$ cat src/rtl/pipelined_cache_miss_ctrl.sv
// Miss controller for a two-stage pipelined cache.
// When stage 2 misses, this block freezes the pipeline. If the victim line is dirty, it
// writes the victim back to memory. It then reads the missing line into a fill buffer
// and spends one cycle installing that line into the array.
//
// Ports:
//   clk, rst            clock, synchronous active-high reset
//   s2_*                stage-2 request and victim information (held stable while stalled)
//   pmem_resp/rdata     memory handshake completion and read line
//   pmem_read/write     memory requests (mutually exclusive), pmem_address/wdata
//   stall               combinational pipeline hold
//   fill_we/way/data    array fill port, valid in the FILL cycle only
//   miss_done           stage-2 request completes from fill_data this cycle
//   miss_count/wb_count saturating event counters
//   CountMax            counter ceiling (16'hFFFF in normal use)
module pipelined_cache_miss_ctrl #(
   parameter logic [15:0] CountMax = 16'hFFFF
) (
   input  logic         clk,
   input  logic         rst,
   input  logic         s2_valid,
   input  logic         s2_hit,
   input  logic         s2_dirty,
   input  logic         s2_lru,
   input  logic [31:0]  s2_address,
   input  logic [23:0]  s2_victim_tag,
   input  logic [255:0] s2_victim_data,
   input  logic         pmem_resp,
   input  logic [255:0] pmem_rdata,
   output logic         pmem_read,
   output logic         pmem_write,
   output logic [31:0]  pmem_address,
   output logic [255:0] pmem_wdata,
   output logic         stall,
   output logic         fill_we,
   output logic         fill_way,
   output logic [255:0] fill_data,
   output logic         miss_done,
   output logic [15:0]  miss_count,
   output logic [15:0]  wb_count
);

   typedef enum logic [1:0] {StIdle, StWriteback, StAllocate, StFill} state_e;

   state_e        state_q;
   logic [255:0]  fill_buf_q;
   logic [15:0]   miss_cnt_q;
   logic [15:0]   wb_cnt_q;
   logic          s2_miss;

   assign s2_miss = s2_valid & ~s2_hit;

   always_ff @(posedge clk) begin
      if (rst) begin
         state_q    <= StIdle;
         fill_buf_q <= '0;
         miss_cnt_q <= '0;
         wb_cnt_q   <= '0;
      end else begin
         case (state_q)
            StIdle: begin
               if (s2_miss) begin
                  state_q <= s2_dirty ? StWriteback : StAllocate;
                  if (miss_cnt_q != CountMax) miss_cnt_q <= miss_cnt_q + 16'd1;
                  if (s2_dirty && (wb_cnt_q != CountMax)) wb_cnt_q <= wb_cnt_q + 16'd1;
               end
            end
            StWriteback: begin
               if (pmem_resp) state_q <= StAllocate;
            end
            StAllocate: begin
               if (pmem_resp) begin
                  fill_buf_q <= pmem_rdata;
                  state_q    <= StFill;
               end
            end
            StFill:  state_q <= StIdle;
            default: state_q <= StIdle;
         endcase
      end
   end

   // All outputs decode from the registered state. The address and data come from the
   // stage-2 fields, and those fields are frozen by stall for as long as a request is open.
   always_comb begin
      pmem_read    = 1'b0;
      pmem_write   = 1'b0;
      pmem_address = '0;
      pmem_wdata   = '0;
      fill_we      = 1'b0;
      fill_way     = 1'b0;
      fill_data    = '0;
      miss_done    = 1'b0;
      stall        = 1'b0;
      case (state_q)
         StIdle: stall = s2_miss;
         StWriteback: begin
            stall        = 1'b1;
            pmem_write   = 1'b1;
            pmem_address = {s2_victim_tag, s2_address[7:5], 5'b0};
            pmem_wdata   = s2_victim_data;
         end
         StAllocate: begin
            stall        = 1'b1;
            pmem_read    = 1'b1;
            pmem_address = {s2_address[31:5], 5'b0};
         end
         StFill: begin
            fill_we   = 1'b1;
            fill_way  = s2_lru;
            fill_data = fill_buf_q;
            miss_done = 1'b1;
         end
         default: stall = 1'b0;
      endcase
   end

   assign miss_count = miss_cnt_q;
   assign wb_count   = wb_cnt_q;

endmodule

$ cat config.mk
export PLATFORM = sky130hd
export DESIGN_NAME = pipelined_cache_miss_ctrl
export DESIGN_NICKNAME = d
export VERILOG_FILES = /design/src/rtl/pipelined_cache_miss_ctrl.sv
export SDC_FILE = /design/constraint.sdc
export NUM_CORES = 1
export LEC_CHECK = 0
export ABC_CLOCK_PERIOD_IN_PS = 2300
export CORE_AREA = 2 2 448 450
export DETAILED_ROUTE_END_ITERATION = 8
export DIE_AREA = 0 0 450 452
export GPL_TIMING_DRIVEN = 1
export PLACE_DENSITY_LB_ADDON = 0.15
export SETUP_SLACK_MARGIN = 0.3
export SYNTH_ARGS = -nofsm -noshare
export SYNTH_HDL_FRONTEND = slang
export SYNTH_SLANG_ARGS = --single-unit
$ cat constraint.sdc
create_clock -name clk -period 2.3 [get_ports clk]
set_clock_uncertainty 0.15 [all_clocks]
set_input_delay 0.69 -clock clk [delete_from_list [all_inputs] [get_ports clk]]
set_output_delay 0.69 -clock clk [all_outputs]
set_load 0.05 [all_outputs]
==> impl_metrics.tcl <==
set metrics [dict create \
    cts.sinks 290 \
    cellLeakagePower_nw 14.71 \
    firstDrtPassIters 5 \
    final_nets 3783 \
    synth-seq-cells 290 \
    critPathCaptureType "output pin" \
    ios 1157 \
    via_count 18145 \
    root_buffer "clkbuf_16" \
    drv_cap 0 \
    dieArea_um2 203400 \
    grtUsageTotal 0.1397 \
    holdWs_ns 0.3016 \
    critPathArrivalTime_ns 2.15 \
    crit_required_ns 1.46 \
    antenna_found_initial 48 \
    wl_mm 149.4 \
    cp_slowest_cell "dfxtp_4" \
    drt-initial-drc-count 758 \
    slew_headroom 0.2951 \
    yosys_warnings 0 \
    netlist_instances 1963 \
    fmax_ghz 0.3341 \
    grt-ovfl-total 0 \
    placed_cell_area_um2 37820 \
    grt_pass1_wl_mm 189.4 \
    route.detailed.drc 0 \
    start_util 0.07224 \
    worst_pin_slew_ns 1.046 \
    cp_max_fo 14 \
    rows 164 \
    worst_slack_ns -0.6932 \
    die_h_um 452 \
    syn_area_per_cell_um2 7.310 \
    pre_cts_ws_ns -0.8837 \
    cp_cell_sequence "buf_4, ha_4, buf_16, clkbuf_16, and2_4, buf_12" \
    hold_path.class "register to register" \
    slew_viol_final 0 \
    htreeDepth 2 \
    p_per_area_nw_per_um2 872.1 \
    outcome "finished, violations left" \
    drive_above_1_share 0.4465 \
    nFillCells 21915 \
    grt_pass1_vias 17883 \
    p_total_mw 34.84 \
    async_flop_share 0 \
    synthFlopType "dfxtp_1" \
    cts_tree "built" \
    slowest_delay_ns 0.38 \
    fp.dieW_um 450 \
    cts_buffers 45 \
    violations "setup timing" \
    hpwl_mm 126.4 \
    fin_area_um2 39950 \
    synthDistinctLibCells 43 \
    clk_pin_slew_worst_paths_ns 0.06 \
    ctsLongestPathBuffers 3 \
    core_area_um2 198600 \
    irDropWorstVdd_mv 0.4584 \
    port_buffers 1146 \
    min_period_ns 2.993 \
    postRouteAntennaNets 0 \
    gp_congestion 0.9129 \
    period_share 1.301 \
    hold_viol 0 \
    synth_area_um2 14350 \
    wl_per_cell_um 25.31 \
    synth_edf_count 0 \
    clk_latency_ns 0.61 \
    worstSetupStartpointType "register" \
    rsz0062_at_grt "true" \
    seq_area_frac_synth 0.4046 \
    setup_violations 550 \
    area_growth_pct 178.4 \
    via_per_inst 3.074 \
    grt_max_degree 64 \
    worstSetupPathType "register to output pin" \
]
==> per-layer routing <==
layer	share of wire	GRT usage	up-vias
met4	0.011	0.02134	18
met1	0.43	0.1740	8636
met5	0.00074	0	-
met2	0.50	0.2452	574
met3	0.055	0.03490	125
li1	-	-	8792
==> cell usage in the layout, fill, tap and decap left out, drive strengths merged, types with 8 or more instances in the layout <==
cell	instances
a21oi	276
and2	517
diode	14
nand4	11
clkinv	8
clkdlybuf4s50	568
nand3	10
nand2	524
buf	772
or4	9
dfxtp	290
o21ai	8
a22oi	24
nor2b	30
mux2	8
clkbuf	74
nor2	25
or3	8
==> sequential cells by signal (all words and copies together) (netlist names) <==
register and cells:
miss_count 16, state_q 2, fill_buf_q 256, wb_count 16
==> stage by stage <==
stage,util,std cells,TNS (ns)
after floorplan,-,1967,-0.08849
after global placement,0.1904,5779,-52.79
after detailed placement,0.1904,5779,-53.53
after CTS,0.1992,5871,-374.25
after global routing,0.2010,5891,-377.44
final,0.2011,5902,-317.21
==> power by group <==
part           internal (mW)  leakage (nW)  switching (mW)  total (mW)
registers               5.51          2.35           0.257        5.77
clock network           4.08         0.702            2.81        6.89
logic                   10.4          11.7            11.8        22.2
==> cell usage after synthesis (all sizes together), types with 7 or more instances <==
| master | instances | share of area |
|---|---|---|
| a21oi | 276 | 0.096 |
| a22oi | 24 | 0.013 |
| and2 | 517 | 0.23 |
| buf | 17 | 0.0062 |
| clkbuf | 145 | 0.038 |
| dfxtp | 290 | 0.40 |
| ha | 7 | 0.0061 |
| inv | 7 | 0.0018 |
| mux2 | 8 | 0.0063 |
| nand2 | 524 | 0.14 |
| nand3 | 10 | 0.0035 |
| nand4 | 11 | 0.0052 |
| nor2 | 25 | 0.0065 |
| nor2b | 30 | 0.013 |
| o21ai | 8 | 0.0028 |
| o31ai | 7 | 0.0037 |
| or3 | 8 | 0.0035 |
| or4 | 9 | 0.0050 |
==> path summary, 6_finish.rpt <==
path	startpoint	end	slack, ns	depth (start not counted)
max reg2reg	state_q[0]$_SDFFE_PP0P_	miss_count[15]$_SDFFE_PP0P_	-0.26	7
min	fill_buf_q[124]$_SDFFE_PP0P_	fill_buf_q[124]$_SDFFE_PP0P_	0.30	2
max	state_q[1]$_SDFFE_PP0P_	fill_data[69]	-0.69	6
min reg2reg	fill_buf_q[124]$_SDFFE_PP0P_	fill_buf_q[124]$_SDFFE_PP0P_	0.30	2
==> area by class of cell <==
cell class / instances / area, µm² / share of cell area
repair buffers: 1349 / 19730 / 0.4939
multi-input cells: 1508 / 9588 / 0.2400
flip-flops and latches: 290 / 5822 / 0.1457
well taps: 2656 / 3323 / 0.08318
clock buffers: 68 / 1334 / 0.03338
clock inverters: 10 / 88.84 / 0.002223
diodes: 14 / 35.03 / 0.0008769
inverters: 7 / 31.28 / 0.0007829
==> critical path: cells and delay by family, from the launching register on <==
| family | cells | cell delay (ns) |
|---|---|---|
| flops | 1 | 0.38 |
| fa+ha+maj | 1 | 0.18 |
| simple gates | 1 | 0.16 |
| buf+inv | 4 | 0.71 |
==> cell families after synthesis <==
group                      Yosys count  share of synthesized area
other                                1                  0.0002613
xor gates and xnor gates             2                   0.001221
AOI/OAI and AO/OA                  329                     0.1240
and+or+nand+nor                   1153                     0.4088
DFF                                290                     0.4046
muxes                               12                   0.009069
adders and majority gates            7                   0.006104
buffers and inverters              169                    0.04595
==> timing repair <==
action                     4_1_cts  5_1_grt
buffers inserted                10        9
gates resized for setup         24       24
hold buffers                     0        0
hold endpoints to repair         0        0
gates cloned                     4        8
setup endpoints to repair      618      846
pin swaps                       14        7
(Power assumes the default switching activity.)
